--- src/rtl/deserializer_8bit_if.sv ---
// Serial receive lane bundle: bit stream in, parallel bytes and link status out.
interface deserializer_8bit_if;
   logic       sdata_in;
   logic       sdata_en;
   logic [7:0] data_8b_out;
   logic       data_valid;
   logic       locked;
   logic       sync_err;

   // Upstream side: drives the serial bits and observes the parallel results.
   modport master (
      output sdata_in,
      output sdata_en,
      input  data_8b_out,
      input  data_valid,
      input  locked,
      input  sync_err
   );

   // Deserializer side.
   modport slave (
      input  sdata_in,
      input  sdata_en,
      output data_8b_out,
      output data_valid,
      output locked,
      output sync_err
   );
endinterface

--- src/rtl/deserializer_8bit.sv ---
// Serial-to-parallel receiver: hunts for a sync byte, then emits FRAME_LEN data
// bytes per frame and verifies the sync byte at each frame boundary.
module deserializer_8bit #(
   parameter logic [7:0] SYNC_WORD = 8'hA5,
   parameter int         FRAME_LEN = 16,
   parameter int         MAX_MISS  = 2
) (
   input logic                clk,
   input logic                rst_n,
   deserializer_8bit_if.slave bus
);

   localparam int BC_W = $clog2(FRAME_LEN + 1);
   localparam int MC_W = $clog2(MAX_MISS + 1);
   localparam logic [BC_W-1:0] LAST_BYTE = BC_W'(FRAME_LEN - 1);
   localparam logic [MC_W-1:0] MISS_LIM  = MC_W'(MAX_MISS);

   typedef enum logic [1:0] {
      HUNT  = 2'd0,
      DATA  = 2'd1,
      CHECK = 2'd2
   } state_t;

   state_t          state_q, state_d;
   logic [7:0]      sr_q, sr_d;
   logic [3:0]      fill_q, fill_d;
   logic [2:0]      bit_cnt_q, bit_cnt_d;
   logic [BC_W-1:0] byte_cnt_q, byte_cnt_d;
   logic [MC_W-1:0] miss_cnt_q, miss_cnt_d;
   logic [7:0]      data_q, data_d;
   logic            valid_q, valid_d;
   logic            locked_q, locked_d;
   logic            serr_q, serr_d;

   // Window including the bit currently on the line.
   logic [7:0]      w;
   logic [MC_W-1:0] miss_inc;

   assign w        = {sr_q[6:0], bus.sdata_in};
   assign miss_inc = miss_cnt_q + MC_W'(1);

   // State and output registers; reset wins over the bit strobe.
   always_ff @(posedge clk) begin
      if (!rst_n) begin
         state_q    <= HUNT;
         sr_q       <= '0;
         fill_q     <= '0;
         bit_cnt_q  <= '0;
         byte_cnt_q <= '0;
         miss_cnt_q <= '0;
         data_q     <= '0;
         valid_q    <= 1'b0;
         locked_q   <= 1'b0;
         serr_q     <= 1'b0;
      end else begin
         state_q    <= state_d;
         sr_q       <= sr_d;
         fill_q     <= fill_d;
         bit_cnt_q  <= bit_cnt_d;
         byte_cnt_q <= byte_cnt_d;
         miss_cnt_q <= miss_cnt_d;
         data_q     <= data_d;
         valid_q    <= valid_d;
         locked_q   <= locked_d;
         serr_q     <= serr_d;
      end
   end

   // Next-state logic: everything holds unless a bit is strobed in; pulses default low.
   always_comb begin
      state_d    = state_q;
      sr_d       = sr_q;
      fill_d     = fill_q;
      bit_cnt_d  = bit_cnt_q;
      byte_cnt_d = byte_cnt_q;
      miss_cnt_d = miss_cnt_q;
      data_d     = data_q;
      valid_d    = 1'b0;
      locked_d   = locked_q;
      serr_d     = 1'b0;

      if (bus.sdata_en) begin
         sr_d = w;
         unique case (state_q)
            HUNT: begin
               if (fill_q != 4'd8) begin
                  fill_d = fill_q + 4'd1;
               end
               // Only a fully populated window may qualify as a sync match.
               if ((fill_q >= 4'd7) && (w == SYNC_WORD)) begin
                  state_d    = DATA;
                  bit_cnt_d  = '0;
                  byte_cnt_d = '0;
                  fill_d     = '0;
                  locked_d   = 1'b1;
               end
            end

            DATA: begin
               bit_cnt_d = bit_cnt_q + 3'd1;
               if (bit_cnt_q == 3'd7) begin
                  data_d  = w;
                  valid_d = 1'b1;
                  if (byte_cnt_q == LAST_BYTE) begin
                     state_d    = CHECK;
                     byte_cnt_d = '0;
                  end else begin
                     byte_cnt_d = byte_cnt_q + BC_W'(1);
                  end
               end
            end

            CHECK: begin
               bit_cnt_d = bit_cnt_q + 3'd1;
               if (bit_cnt_q == 3'd7) begin
                  if (w == SYNC_WORD) begin
                     miss_cnt_d = '0;
                     state_d    = DATA;
                  end else begin
                     serr_d = 1'b1;
                     if (miss_inc == MISS_LIM) begin
                        // Too many bad boundaries: drop alignment and start hunting afresh.
                        state_d    = HUNT;
                        locked_d   = 1'b0;
                        miss_cnt_d = '0;
                        fill_d     = '0;
                     end else begin
                        miss_cnt_d = miss_inc;
                        state_d    = DATA;
                     end
                  end
               end
            end

            default: begin
               state_d  = HUNT;
               fill_d   = '0;
               locked_d = 1'b0;
            end
         endcase
      end
   end

   assign bus.data_8b_out = data_q;
   assign bus.data_valid  = valid_q;
   assign bus.locked      = locked_q;
   assign bus.sync_err    = serr_q;

endmodule

--- src/flat_wrapper.sv ---
// flat-port wrapper written by rule: the top's interface ports become plain ports
module deserializer_8bit_flat 
#(
   parameter logic [7:0] SYNC_WORD = 8'hA5,
   parameter int         FRAME_LEN = 16,
   parameter int         MAX_MISS  = 2
)
  (clk, rst_n, bus_sdata_in, bus_sdata_en, bus_data_8b_out, bus_data_valid, bus_locked, bus_sync_err);
  deserializer_8bit_if bus_i ();
  input logic clk;
  input logic rst_n;
  input wire logic [$bits(bus_i.sdata_in)-1:0] bus_sdata_in;
  input wire logic [$bits(bus_i.sdata_en)-1:0] bus_sdata_en;
  output wire logic [$bits(bus_i.data_8b_out)-1:0] bus_data_8b_out;
  output wire logic [$bits(bus_i.data_valid)-1:0] bus_data_valid;
  output wire logic [$bits(bus_i.locked)-1:0] bus_locked;
  output wire logic [$bits(bus_i.sync_err)-1:0] bus_sync_err;
  assign bus_i.sdata_in = bus_sdata_in;
  assign bus_i.sdata_en = bus_sdata_en;
  assign bus_data_8b_out = bus_i.data_8b_out;
  assign bus_data_valid = bus_i.data_valid;
  assign bus_locked = bus_i.locked;
  assign bus_sync_err = bus_i.sync_err;
  deserializer_8bit #(.SYNC_WORD(SYNC_WORD), .FRAME_LEN(FRAME_LEN), .MAX_MISS(MAX_MISS)) u_core (.clk(clk), .rst_n(rst_n), .bus(bus_i));
endmodule
--- config.mk ---
export PLATFORM = sky130hd
export DESIGN_NAME = deserializer_8bit_flat
export DESIGN_NICKNAME = d
export VERILOG_FILES = /design/src/rtl/deserializer_8bit_if.sv /design/src/rtl/deserializer_8bit.sv /design/src/flat_wrapper.sv
export SDC_FILE = /design/constraint.sdc
export NUM_CORES = 1
export LEC_CHECK = 0
export BUFFER_PORTS_ARGS = -buffer_cell sky130_fd_sc_hd__buf_2
export CAP_MARGIN = 20
export CORE_MARGIN = 2
export CORE_UTILIZATION = 30
export CTS_BUF_LIST = sky130_fd_sc_hd__clkbuf_8
export CTS_CLUSTER_DIAMETER = 100
export DETAILED_ROUTE_END_ITERATION = 6
export PLACE_DENSITY = 0.52
export RECOVER_POWER = 50
export SYNTH_ARGS = -nofsm -noshare
export SYNTH_HDL_FRONTEND = slang
export SYNTH_SLANG_ARGS = --single-unit
--- constraint.sdc ---
create_clock -name clk -period 3.45 [get_ports clk]
set_input_delay 0.69 -clock clk [delete_from_list [all_inputs] [get_ports clk]]
set_output_delay 0.69 -clock clk [all_outputs]
set_load 0.02 [all_outputs]
==> results of run 1 <==
==> per-stage QoR <==
| stage | hold WS [ns] | total power, uW |
|---|---|---|
| floorplan | 0.4119 | 430.4 |
| global placement | 0.4306 | 439.0 |
| detailed placement | 0.4312 | 439.4 |
| CTS | 0.4412 | 742.9 |
| global route | 0.4645 | 762.8 |
| finish | 0.4380 | 726.3 |
==> worst min path at each step <==
stage                               startpoint                    to  slack (ns)  cells after the start
after detailed placement  u_core.byte_cnt_q[4]  u_core.byte_cnt_q[4]        0.43                      2
final                     u_core.byte_cnt_q[4]  u_core.byte_cnt_q[4]        0.44                      2
after global routing      u_core.byte_cnt_q[4]  u_core.byte_cnt_q[4]        0.46                      2
after global placement    u_core.byte_cnt_q[4]  u_core.byte_cnt_q[4]        0.43                      2
after CTS                 u_core.byte_cnt_q[4]  u_core.byte_cnt_q[4]        0.44                      2
after floorplan           u_core.byte_cnt_q[4]  u_core.byte_cnt_q[4]        0.41                      2
==> synth_stat cells <==
cell type,number
or4_1,2
nor2b_1,2
nand2_1,23
o21ai_0,7
o2111ai_1,1
o211ai_1,1
o31ai_4,1
buf_1,1
or3_1,2
o21a_1,1
nor2_1,18
and4b_1,2
o211a_1,1
inv_1,7
nand3b_2,1
o41ai_1,1
and3_1,1
a32o_1,1
nand3_4,1
mux2i_1,9
nand4bb_4,2
and2b_1,1
a21oi_1,19
nor3_1,3
and2_1,1
clkbuf_1,6
mux2_2,1
ha_1,9
or3b_2,1
or2_0,1
dfxtp_1,34
nor3b_1,1
nand3_1,11
o221a_2,1
o31ai_1,1
or3b_1,1
==> registers in the layout (all words and copies together) (netlist names) <==
register / count
u_core.bus.data_8b_out: 8
u_core.state_q: 2
u_core.bus.locked: 1
u_core.sr_q: 7
u_core.miss_cnt_q: 2
u_core.byte_cnt_q: 5
u_core.bus.sync_err: 1
u_core.bus.data_valid: 1
u_core.bit_cnt_q: 3
u_core.fill_q: 4
==> layout make-up <==
| cell class | instances | area, um^2 |
|---|---|---|
| well taps | 70 | 87.58 |
| repair buffers | 14 | 55.05 |
| multi-input cells | 128 | 855.8 |
| clock buffers | 6 | 82.58 |
| clock inverters | 2 | 8.758 |
| inverters | 7 | 26.28 |
| flip-flops and latches | 34 | 680.7 |
| fillers | 567 | 3311 |
==> logic make-up (layout without fill, tap and decap cells) <==
logic type | count (synthesis) | in the layout | synth area share [%]
AND/OR/NAND/NOR | 74 | 74 | 26.38
AO/OA/AOI/OAI | 35 | 35 | 14.02
flip-flops | 34 | 34 | 42.83
buffers and inverters | 14 | 29 | 3.307
multiplexers | 10 | 10 | 6.378
adder cells (fa/ha/maj) | 9 | 9 | 7.087
==> power breakdown <==
part / switching [uW] / internal, uW
Sequential: 4.30 / 396
Combinational: 18.8 / 10.6
Clock: 139 / 158
==> worst max-delay path, cell delays in order <==
cell,delay (ns)
buf_2,0.13
nand4bb_4,0.15
o31ai_4,0.51
nand3_4,0.17
or4_1,0.43
a21oi_1,0.14
==> per-layer routing <==
metal	wire [um]	up-vias	GRT usage [%]
li1	-	641	-
met1	1526	555	14.59
met2	1378	16	17.37
met3	117	4	3.176
met4	52	0	6.000
met5	0	-	0
==> flow_summary.rst, run 1 <==
.. list-table::
   :header-rows: 1

   * - Metric
     - Value
   * - Cell count after synthesis
     - 176
   * - Cell Count, Final, Fillers Out
     - 261
   * - Ports placed on the boundary
     - 15
   * - Routability congestion estimate
     - 0.7284
   * - Sinks on Clock Net
     - 34
   * - # hold bufs at CTS
     - 0
   * - Number of remaining DRC errors
     - 0
   * - Critical setup path kind
     - input pin to flop
   * - Post-route setup slack
     - 1.429 ns
   * - Post-route setup TNS
     - 0 ns
   * - Final wirelength
     - 3074 um
   * - Full die area
     - 5895 um^2
   * - Number of H-tree levels
     - 2
   * - Critical Path Start Type
     - input pin
   * - Number of cells in the design after placement
     - 253
   * - Worst EP arrival
     - 2.22 ns
   * - Maximum operating frequency
     - 0.4949 GHz
   * - Count of TritonRoute iterations in the first routing pass
     - 4
   * - Routed WL per cell
     - 11.78 um
   * - Worst slack after detailed placement
     - 1.111 ns
   * - Root Buffer
     - clkbuf_8
   * - Clock input transition at the sequential cells of the worst setup and hold paths
     - 0.07 ns
   * - Number of pins exceeding their max-slew limit in the final report
     - 0
   * - Area growth from synthesis to final layout
     - 13.07%
   * - Final Cycle Share
     - 58.57%
   * - Post-synthesis average cell area
     - 9.029 um^2
   * - Clock latency on the worst-skew pair
     - 0.28 ns
   * - End point of the critical path
     - u_core.byte_cnt_q[3]
   * - Unrepaired setup endpoints after global routing
     - no
   * - Headroom to the max-slew limit
     - 37.04%
   * - Sequential cell area fraction in the yosys report
     - 42.83%
   * - Global routing usage summed across all routing layers
     - 11.40%
   * - Leading cell type in the layout, fill and taps excluded
     - dfxtp_1
   * - Die Ht
     - 76.78 um
   * - Power density over the cells
     - 404.3 nW/um^2
   * - Final hold viol count
     - 0
   * - First-iteration detailed-routing DRC count
     - 45
   * - Final core utilization
     - 35.18%
   * - Half-perimeter wire length after placement
     - 2121 um
   * - Synth top area share
     - 42.83%
   * - Total leakage power
     - 0.0006436 uW
   * - CP Capture Type
     - flop
   * - Status
     - completed
   * - CTS Buf Count
     - 5
   * - Worst Max-Slew Pin Slew
     - 0.9434 ns
   * - Number of cells on the worst reg-to-reg path
     - 7
   * - Data required time at the worst endpoint
     - 3.65 ns
   * - Number of max-capacitance violations reported
     - 0
   * - Post-synthesis instance area
     - 1589 um^2
   * - Quantity of I/O buffers inserted on ports
     - 14
   * - Via count
     - 1216
   * - Post-Synthesis Net Count
     - 189
   * - Inserted Diodes
     - 0
   * - Max FO, Critical Path
     - 10
   * - Largest net degree at the start of global routing
     - 30
   * - Maximum clock skew at final layout
     - 0.002558 ns
   * - Top library cells by usage in the layout, fill and taps aside
     - 34 x dfxtp_1, 23 x nand2_1, 19 x a21oi_1, 18 x nor2_1, 12 x clkbuf_1
   * - First-pass GRT wire length
     - 5271 um
   * - Via count of the first global-routing pass
     - 1097
   * - Row count
     - 26
   * - Cell area reported after detailed placement
     - 1720 um^2
   * - Initial antenna violation count
     - 0
   * - Post-cts gate resize count
     - 0
   * - Aggregate global routing overflow
     - 0
   * - Deepest clock path buffer count
     - 2
   * - Count of nets after finishing
     - 203
   * - Layout cells sized above 1
     - 8.901%
   * - Residual antenna-violating net count after detailed routing
     - 0
   * - R2R Path End
     - u_core.fill_q[3]
   * - Largest cells by area after synthesis
     - dfxtp_1 43%, ha_1 7.1%, a21oi_1 6.0%
   * - Die W
     - 76.78 um
   * - Min Clock Period, post-route
     - 2.021 ns
   * - Post-synthesis cell type count
     - 36
   * - Initial cell density of the core
     - 31.11%
   * - Yosys Warn Count
     - 0
   * - Cell area after layout
     - 1797 um^2
   * - Post-CTS setup buffer count
     - 0
   * - Start of the worst register-to-register path
     - u_core.bit_cnt_q[0]
   * - Via density per instance
     - 4.659
   * - Critical path origin
     - bus_sdata_in
   * - Setup violators final
     - 0
   * - Yosys reg bits
     - 34
   * - FF-to-FF setup slack
     - 1.44 ns
   * - Core footprint
     - 5107 um^2
   * - Kind of path behind the tightest hold check
     - flop to flop
   * - Clock tree from TritonCTS
     - done
   * - Cell type with the largest total area after synthesis
     - dfxtp_1
   * - Maximum vdd ir drop
     - 0.0001705 V
Note: power is estimated with default switching activity, not from simulation.
==> run 2, diff against run 1 <==
==> constraint.sdc (replaced) <==
create_clock -name clk -period 1.9 [get_ports clk]
set_input_delay 0.38 -clock clk [delete_from_list [all_inputs] [get_ports clk]]
set_output_delay 0.38 -clock clk [all_outputs]
set_load 0.02 [all_outputs]
==> flow_summary.rst, run 2 (same netlist as run 1, synthesis figures left out) <==
.. list-table::
   :header-rows: 1

   * - Metric
     - Value
   * - Total chip power
     - 1454 uW (was 726.3 uW)
   * - Routed WL per cell
     - 12.03 um (was 11.78 um)
   * - Global route hottest layer
     - met2 (unchanged)
   * - Via density per instance
     - 4.693 (was 4.659)
   * - Maximum clock skew at final layout
     - 0.006455 ns (was 0.002558 ns)
   * - Die Ht
     - 76.78 um (unchanged)
   * - Number of pins exceeding their max-slew limit in the final report
     - 0 (unchanged)
   * - Critical Path Start Type
     - flop (was input pin)
   * - Deepest clock path buffer count
     - 2 (unchanged)
   * - Sinks on Clock Net
     - 34 (unchanged)
   * - Number of fill cells in the layout
     - 551 (was 567)
   * - GRT met3 Usage
     - 4.235% (was 3.176%)
   * - Worst EP arrival
     - 2.04 ns (was 2.22 ns)
   * - CTS Buf Count
     - 5 (unchanged)
   * - Final wirelength
     - 3297 um (was 3074 um)
   * - Clock input transition at the sequential cells of the worst setup and hold paths
     - 0.07 ns (about the same)
   * - Aggregate global routing overflow
     - 0 (unchanged)
   * - Inserted Diodes
     - 0 (unchanged)
   * - Standard cell with the maximum stage delay on the critical path
     - or4_1 (was o31ai_4)
   * - Combined flip-flop and latch cell area
     - 685.7 um^2 (was 680.7 um^2)
   * - Critical setup path kind
     - flop to flop (was input pin to flop)
   * - Cell family contributing the most delay on the critical path
     - simple AND/OR/NAND/NOR gates (unchanged)
   * - Residual antenna-violating net count after detailed routing
     - 0 (unchanged)
   * - Ports placed on the boundary
     - 15 (unchanged)
   * - Die W
     - 76.78 um (unchanged)
   * - Status
     - completed (unchanged)
   * - Met2 usage in global routing
     - 18.16% (was 17.37%)
   * - Top library cells by usage in the layout, fill and taps aside
     - 30 x dfxtp_1, 23 x nand2_1, 19 x a21oi_1, 18 x nor2_1, 13 x clkbuf_1 (was 34 x dfxtp_1, 23 x nand2_1, 19 x a21oi_1, 18 x nor2_1, 12 x clkbuf_1)
   * - Kind of path behind the tightest hold check
     - input pin to flop (was flop to flop)
   * - Quantity of I/O buffers inserted on ports
     - 14 (unchanged)
   * - Initial antenna violation count
     - 0 (unchanged)
   * - Global routing usage summed across all routing layers
     - 12.39% (was 11.40%)
   * - Number of H-tree levels
     - 2 (unchanged)
   * - Number of max-capacitance violations reported
     - 0 (unchanged)
   * - Highest cell delay on the worst timing path
     - 0.49 ns (was 0.51 ns)
   * - Count of TritonRoute iterations in the first routing pass
     - 4 (unchanged)
   * - Routability congestion estimate
     - 0.7550 (was 0.7284)
   * - Full die area
     - 5895 um^2 (unchanged)
   * - First-pass GRT wire length
     - 5720 um (was 5271 um)
   * - Clock latency on the worst-skew pair
     - 0.28 ns (about the same)
   * - Final Cycle Share
     - 96.31%
   * - Total leakage power
     - 0.0007061 uW (was 0.0006436 uW)
   * - Setup violators final
     - 0 (unchanged)
   * - Number of remaining DRC errors
     - 0 (unchanged)
   * - Largest net degree at the start of global routing
     - 14 (was 30)
   * - Critical path, cell by cell
     - ha_2 > ha_4 > and4b_1 > o211ai_1 > and2_4 > or4_1 > a21oi_1 (was buf_2 > nand4bb_4 > o31ai_4 > nand3_4 > or4_1 > a21oi_1)
   * - Max FO, Critical Path
     - 3 (was 10)
   * - CP Capture Type
     - flop (unchanged)
   * - Via count of the first global-routing pass
     - 1208 (was 1097)
   * - Initial cell density of the core
     - 31.11% (unchanged)
   * - Row count
     - 26 (unchanged)
   * - # hold bufs at CTS
     - 0 (unchanged)
   * - Count of nets after finishing
     - 217 (was 203)
   * - Power density over the cells
     - 747.8 nW/um^2 (was 404.3 nW/um^2)
   * - Worst Max-Slew Pin Slew
     - 0.4932 ns (was 0.9434 ns)
   * - Core footprint
     - 5107 um^2 (unchanged)
   * - Footprint of the multi-input gates
     - 878.3 um^2 (was 855.8 um^2)
   * - Final hold viol count
     - 0 (unchanged)
   * - Via count
     - 1286 (was 1216)
   * - Half-perimeter wire length after placement
     - 2291 um (was 2121 um)
   * - Clock tree from TritonCTS
     - done (unchanged)
   * - Final core utilization
     - 38.07% (was 35.18%)
   * - Buffers & Inverters on Critical Path
     - 0 (was 1)
   * - Maximum operating frequency
     - 0.5465 GHz
   * - Min Clock Period, post-route
     - 1.830 ns
   * - Headroom to the max-slew limit
     - 67.12% (was 37.04%)
   * - Post-route setup TNS
     - 0 ns (unchanged)
   * - Data required time at the worst endpoint
     - 2.11 ns (was 3.65 ns)
   * - Leading cell type in the layout, fill and taps excluded
     - dfxtp_1 (unchanged)
   * - Met1 Use GR
     - 16.29% (was 14.59%)
   * - First-iteration detailed-routing DRC count
     - 49 (was 45)
   * - Flip-flop count of the largest register after layout
     - 8 (unchanged)
   * - Layout cells sized above 1
     - 19.12% (was 8.901%)
   * - Area growth from synthesis to final layout
     - 22.36% (was 13.07%)
   * - Root Buffer
     - clkbuf_8 (unchanged)
   * - Maximum vdd ir drop
     - 0.0003928 V (was 0.0001705 V)
==> run 2: changes by cell type in the layout (fill, tap and decap cells not counted), sizes merged <==
| cell | before | now |
|---|---|---|
| buf | 2 | 15 |
| bufinv | 0 | 1 |
| clkbuf | 18 | 19 |
| clkinv | 1 | 0 |
| inv | 8 | 7 |
==> run 2: cell type report <==
type | count | share of cell area, %
sequential | 34 | 35.26
clock inverter | 1 | 1.544
multi-input combinational | 128 | 45.17
tap | 70 | 4.505
timing repair buffer | 28 | 7.915
clock buffer | 6 | 4.247
inverter | 7 | 1.351
==> run 2: timing repair <==
item	4_1_cts	5_1_grt
endpoints found under the setup margin	0	6
buffers inserted	0	2
gates resized for setup	0	11
==> run 2: final timing paths <==
kind                                            from                        end  slack [ns]  depth (start not counted)
worst max-delay path             u_core.bit_cnt_q[0]           u_core.fill_q[3]        0.07                          7
worst min-delay path                    bus_sdata_in  u_core.bus.data_8b_out[0]        0.39                          3
worst max register to register   u_core.bit_cnt_q[0]           u_core.fill_q[3]        0.07                          7
worst min register to register  u_core.byte_cnt_q[4]       u_core.byte_cnt_q[4]        0.43                          2
==> run 2: power breakdown <==
part	internal (uW)	leakage [uW]	switching (uW)
Combinational	27.9	0.000372	38.6
Clock	419	0.0000573	243
Sequential	719	0.000276	6.04
==> run 2: layer usage <==
metal / part of all wire [%] / wire (um) / vias up
met5: 0 / 0 / -
met3: 3.4 / 112 / 2
met2: 45 / 1470 / 17
met4: 1.3 / 42 / 0
met1: 51 / 1671 / 595
li1: - / - / 672
==> run 2: worst reg2reg max path, cell delays in order (launching register included) <==
cell and delay [ns]:
dfxtp_2 0.34, ha_2 0.19, ha_4 0.14, and4b_1 0.19, o211ai_1 0.11, and2_4 0.16
or4_1 0.49, a21oi_1 0.13
==> run 2: stage by stage <==
step	area, um^2	instances	hold WS (ns)	worst slack (ns)
after floorplan	1589	176	0.4119	0.07653
after global placement	1810	265	0.4228	0.07446
after detailed placement	1810	265	0.4217	0.03687
after CTS	1923	272	0.3825	0.03918
after global routing	1944	274	0.3738	-0.03484
final	1944	274	0.3896	0.07002
